File: src/rtl/bcd_conv_arbiter.sv
// Round-robin arbiter that shares one registered binary-to-BCD converter
// among N_REQ requesters and keeps the last BCD result for each requester.
//
// state   | meaning
// --------+------------------------------------------------------------
// IDLE    | no job in flight; pick the next requester round-robin
// WAIT    | converter input driven; count down its pipeline latency
// CAPTURE | converter output valid; store it for the job owner
module bcd_conv_arbiter #(
    parameter int N_REQ        = 4,
    parameter int DATA_W       = 12,
    parameter int CONV_LATENCY = 1
) (
    input  logic                  clk,
    input  logic                  rst,
    input  logic [N_REQ-1:0]      req,
    input  logic [N_REQ*12-1:0]   req_data,
    output logic [N_REQ-1:0]      ack,
    output logic [N_REQ*24-1:0]   result,
    output logic [N_REQ-1:0]      result_valid,
    output logic                  busy,
    output logic [11:0]           conv_bindata,
    input  logic [23:0]           conv_decimal
);

    localparam int PTR_W = (N_REQ > 1) ? $clog2(N_REQ) : 1;
    localparam int CNT_W = $clog2(CONV_LATENCY + 1);
    localparam logic [PTR_W:0] N_REQ_W = (PTR_W + 1)'(N_REQ);

    typedef enum logic [1:0] {
        IDLE    = 2'd0,
        WAIT    = 2'd1,
        CAPTURE = 2'd2
    } state_t;

    state_t             state;
    logic [PTR_W-1:0]   rr_ptr;
    logic [PTR_W-1:0]   owner;
    logic [CNT_W-1:0]   cnt;

    logic               win_found;
    logic [PTR_W-1:0]   win_idx;
    logic [11:0]        win_data;
    logic [PTR_W-1:0]   next_ptr;

    // Winner: first asserted req scanning upward from rr_ptr with wrap-around.
    always_comb begin
        logic [PTR_W:0] sum;
        win_found = 1'b0;
        win_idx   = '0;
        sum       = '0;
        for (int i = 0; i < N_REQ; i++) begin
            sum = {1'b0, rr_ptr} + (PTR_W + 1)'(i);
            if (sum >= N_REQ_W)
                sum = sum - N_REQ_W;
            if (!win_found && req[sum[PTR_W-1:0]]) begin
                win_found = 1'b1;
                win_idx   = sum[PTR_W-1:0];
            end
        end
    end

    // Winner's data word and the pointer position just past the winner.
    always_comb begin
        logic [PTR_W:0] nxt;
        win_data = '0;
        for (int j = 0; j < N_REQ; j++) begin
            if (win_idx == PTR_W'(j))
                win_data = req_data[j*12 +: 12];
        end
        nxt = {1'b0, win_idx} + 1'b1;
        if (nxt == N_REQ_W)
            nxt = '0;
        next_ptr = nxt[PTR_W-1:0];
    end

    // Job sequencing: grant, wait out converter latency, capture result.
    always_ff @(posedge clk) begin
        if (rst) begin
            state        <= IDLE;
            rr_ptr       <= '0;
            owner        <= '0;
            cnt          <= '0;
            ack          <= '0;
            result_valid <= '0;
            result       <= '0;
            busy         <= 1'b0;
            conv_bindata <= '0;
        end else begin
            ack          <= '0;
            result_valid <= '0;
            case (state)
                IDLE: begin
                    if (win_found) begin
                        conv_bindata <= win_data;
                        ack          <= N_REQ'(1) << win_idx;
                        owner        <= win_idx;
                        rr_ptr       <= next_ptr;
                        cnt          <= CNT_W'(CONV_LATENCY);
                        busy         <= 1'b1;
                        state        <= WAIT;
                    end
                end
                WAIT: begin
                    if (cnt == '0)
                        state <= CAPTURE;
                    else
                        cnt <= cnt - 1'b1;
                end
                CAPTURE: begin
                    for (int j = 0; j < N_REQ; j++) begin
                        if (owner == PTR_W'(j))
                            result[j*24 +: 24] <= conv_decimal;
                    end
                    result_valid <= N_REQ'(1) << owner;
                    busy         <= 1'b0;
                    state        <= IDLE;
                end
                default: begin
                    busy  <= 1'b0;
                    state <= IDLE;
                end
            endcase
        end
    end

endmodule

File: config.mk
export PLATFORM = sky130hd
export DESIGN_NAME = bcd_conv_arbiter
export DESIGN_NICKNAME = d
export VERILOG_FILES = /design/src/rtl/bcd_conv_arbiter.sv
export SDC_FILE = /design/constraint.sdc
export NUM_CORES = 1
export LEC_CHECK = 0
export ABC_AREA = 1
export ABC_CLOCK_PERIOD_IN_PS = 2770
export CORE_ASPECT_RATIO = 0.8
export CORE_MARGIN = 5
export CORE_UTILIZATION = 43
export DETAILED_ROUTE_END_ITERATION = 7
export PLACE_DENSITY = 0.79
export SYNTH_ARGS = -nofsm -noshare
export SYNTH_HDL_FRONTEND = slang
export SYNTH_SLANG_ARGS = --single-unit
File: constraint.sdc
create_clock -name clk -period 2.77 [get_ports clk]
set_input_delay 0.554 -clock clk [delete_from_list [all_inputs] [get_ports clk]]
set_output_delay 0.554 -clock clk [all_outputs]
set_load 0.02 [all_outputs]
==> summary.md <==
| Metric | Value |
|---|---|
| Run status | complete, no violations |
| Layout cell share with drive strength beyond 1 | 0.1085 |
| Number of global-route vias before repair | 5229 |
| Cell taking the most area after synthesis | dfxtp_1 |
| Root Buffer | clkbuf_16 |
| Top post-synthesis cells by area | dfxtp_1 (50%), nor2_1 (17%), o21ai_0 (13%), nand2_1 (5.9%), clkbuf_1 (2.4%) |
| Total clock sinks | 124 |
| Slew Limit Fails | 0 |
| Post-Synth XOR/XNOR Area | 0 |
| Hold violation total from the final report | 0 |
| Mux cell area share after synthesis | 0 |
| # Post-CTS Setup Buffers | 0 |
| Final WS setup | 189.6 ps |
| CP dominant cell by count | nand2_1 |
| Pwr Density | 984.8 nW/um^2 |
| Hold Path End | state[1]$_SDFFE_PP0P_ |
| Core Rows | 35 |
| Synthesized flop and latch total | 124 |
| Clock slew at reported path FFs | 50 ps |
| ANT nets after route | 0 |
| Vias | 5289 |
| Synthesized area | 4931 um^2 |
| Via density | 5.120 |
| Reg-to-reg endpoint | conv_bindata[1]$_SDFFE_PP0N_ |
| Layout Nets | 955 |
| Post-synthesis simple-gate area fraction | 0.2781 |
| Setup TNS Final | 0 ps |
| Register area | 2484 um^2 |
| Fillers | 911 |
| Leakage power | 3.337 nW |
| Worst reg2reg startpoint | rr_ptr[1]$_SDFFE_PP0N_ |
| First-pass DRT Iterations | 6 |
| CTS Buf Count | 17 |
| Clock Skew | 8.297 ps |
| Fin crit period | 2580 ps |
| Critical Path Fanout Max | 6 |
| Total routed wirelength | 16480 um |
| Worst-case reg-to-reg path depth | 18 |
| Post-Syn Instances | 676 |
| Actual slew at the worst max-slew pin | 894.2 ps |
| Hold Path Stages | 1 |
| Worst Path Arrival | 2920 ps |
| Critical path class | input pin to flip-flop |
| Metal-1 WL | 6895 um |
| Total GRT Usage | 0.2397 |
| Hold Path Class | flip-flop to flip-flop |
| Main combinational cell family by area after synthesis | simple AND/OR/NAND/NOR gates |
| Post-Synth Adder-Cell Area | 0.01015 |
| Clock latency on the worst-skew pair | 400 ps |
| Final design utilization | 0.6843 |
| Largest net degree at the start of global routing | 41 |
| Fin crit share | 0.9316 |
| DP Wirelength | 11360 um |
| Worst R2R Setup Slack | 210 ps |
| Met3 wire length | 1191 um |
| Die Ht | 105.8 um |
| Slowest cell on the critical path | clkdlybuf4s50_1 |
| Final setup fails | 0 |
| Critical-path cell list | clkdlybuf4s50_1 -> inv_1 -> nand2_2 -> nand3_2 -> nand2_2 -> nand2_1 -> nand2_1 -> nand2_1 -> nand2_1 -> inv_1 -> nand2_2 -> buf_4 -> ha_1 -> inv_1 -> nor2_4 -> buf_4 -> nand2_1 -> nand2_1 -> o21ai_0 -> o21ai_0 -> o21ai_0 -> nor2_1 |
| Synth cell types | 25 |
| Worst setup EP type | flip-flop |
| Synth Warn # | 0 |
| Seq/Total Area, Yosys | 0.5034 |
| Core area | 11390 um^2 |
| Maximum buffer depth of the clock tree | 2 |
| Area Overhead vs Synth | 58.01% |
| Worst path bufs/invs | 6 |
| Top layer in use | met4 |
| Drc violations | 0 |
| Chip Width | 129.7 um |
| Hold Buf Count CTS | 0 |
| Avg WL per Cell | 15.95 um |
| GRT overflow | 0 |
| Starting density of the core | 0.4331 |
| Boundary Pins | 195 |
| CP Launch Type | input pin |
| First-pass GRT wire length | 25960 um |
| Syn_area_per_cell | 7.294 um^2 |
| Max Cap Violations | 0 |
| Port bufs | 194 |
| CP top delay family | buffers and inverters |
| CTS tree | built |
| Peak supply drop | 0.5489 mV |
| Slowest cell delay on critical path | 480 ps |
| Antenna Cells | 0 |
| 1st-iter DRT viols | 399 |
| Post-synth top area share | 0.5034 |
| Initial antenna violation count | 0 |
| Routability cong. | 0.9217 |
| Post-Syn Nets | 758 |
| Hold Startpoint | cnt$_SDFFE_PP0P_ |
| Rel. slew slack | 0.4032 |
| Multi-input gate area in the final layout | 2245 um^2 |
| Cts repair resizes | 0 |
| Die ar. | 13720 um^2 |
| WP data required | 3110 ps |
| Htree depth | 4 |
| DP Worst Slack | -265.0 ps |
| Compound-Gate Fraction of Synth Area | 0.1538 |
| Met2 Routed Length | 7784 um |
| Max Fclk | 387.5 MHz |
==> worst max path at each step <==
stage	cells past startpoint	startpoint	slack (ps)	end
global route	22	req[2]	-50	conv_bindata[9]$_SDFFE_PP0N_
CTS	17	req[3]	160	conv_bindata[0]$_SDFFE_PP0N_
global placement	19	req[2]	-150	conv_bindata[3]$_SDFFE_PP0N_
floorplan	17	req[3]	330	conv_bindata[3]$_SDFFE_PP0N_
finish	22	req[2]	190	conv_bindata[1]$_SDFFE_PP0N_
detailed placement	16	req[3]	-260	conv_bindata[0]$_SDFFE_PP0N_
==> routing by layer <==
layer | global-route usage | vias up
met5 | 0 | -
met4 | 0.1091 | 0
met3 | 0.06282 | 50
met2 | 0.3863 | 241
met1 | 0.2989 | 2437
li1 | - | 2561
==> state kept, by name (all words and copies together), names as in the netlist <==
name / flops
result: 96
conv_bindata: 12
ack: 4
result_valid: 4
owner: 2
rr_ptr: 2
state: 2
busy: 1
cnt: 1
==> layout by cell type, fill, tap and decap left out, types with 11 or more instances in the layout <==
| cell type | instances |
|---|---|
| nand2_1 | 72 |
| inv_1 | 16 |
| clkdlybuf4s50_1 | 194 |
| buf_4 | 17 |
| clkbuf_16 | 17 |
| dfxtp_1 | 123 |
| nor2_2 | 12 |
| o21ai_1 | 12 |
| o21ai_0 | 121 |
| nor2_1 | 221 |
| a21oi_1 | 15 |
| nand2_2 | 11 |
==> where the power goes <==
part | total (W) | internal (W) | leakage [nW] | switching [W]
Sequential | 0.00219 | 0.00203 | 1.01 | 0.000163
Combinational | 0.00317 | 0.00134 | 2.03 | 0.00183
Clock | 0.00232 | 0.00154 | 0.302 | 0.000773
==> logic make-up (layout without fill, tap and decap cells) <==
| kind of cell | Yosys count | count (layout) |
|---|---|---|
| fa+ha+maj | 4 | 4 |
| compound gates | 150 | 150 |
| simple gates | 336 | 336 |
| buf+inv | 62 | 271 |
| flops | 124 | 124 |
==> worst reg2reg max path: stages, from the launching register on <==
cell and delay, ps:
dfxtp_1 500, inv_2 110, nand2_1 90, nand2_2 70, nand2_1 110, nand2_2 80, nor2_4 140, nand3_1 90
nand3_1 120, nand2_2 100, ha_1 240, nor2_4 140, buf_4 170, nand2_1 60, nand2_1 50, o21ai_0 70
o21ai_0 150, o21ai_0 100, nor2_1 120
==> final cells by class <==
class | count | share of cell area
well taps | 148 | 0.02377
repair buffers | 216 | 0.2773
clock buffers | 20 | 0.05862
clock inverters | 11 | 0.02152
inverters | 24 | 0.01188
flip-flops and latches | 124 | 0.3188
multi-input cells | 490 | 0.2881
==> synth_stat cells <==
library cell  count
o21ai_0         127
nand2_2           7
nor3_2            2
nand2_8           1
nor2_4            1
nor3_1            2
dfxtp_1         124
nor2_2           10
nand3_1          10
buf_2             3
ha_1              4
nand4_1           1
inv_4             1
o21ai_1           6
nand3_4           1
a21oi_2           1
nand2_1          77
buf_6             1
inv_2             5
a21oi_1          15
nor2_1          224
clkbuf_1         32
buf_8             2
inv_1            18
o21ai_2           1
==> per-stage QoR <==
| step | total power (W) | instance area [um^2] | hold WS (ps) | cells |
|---|---|---|---|---|
| 6_report | 0.007673 | 7791 | 473.4 | 1033 |
| 5_1_grt | 0.008145 | 7791 | 486.4 | 1033 |
| 4_1_cts | 0.007529 | 7731 | 468.6 | 1032 |
| 3_5_place_dp | 0.005191 | 7107 | 442.4 | 1001 |
| 3_3_place_gp | 0.005079 | 7107 | 431.1 | 1001 |
| 2_1_floorplan | 0.004047 | 4931 | 421.8 | 676 |
No activity file was read; power rests on OpenSTA's default activity.
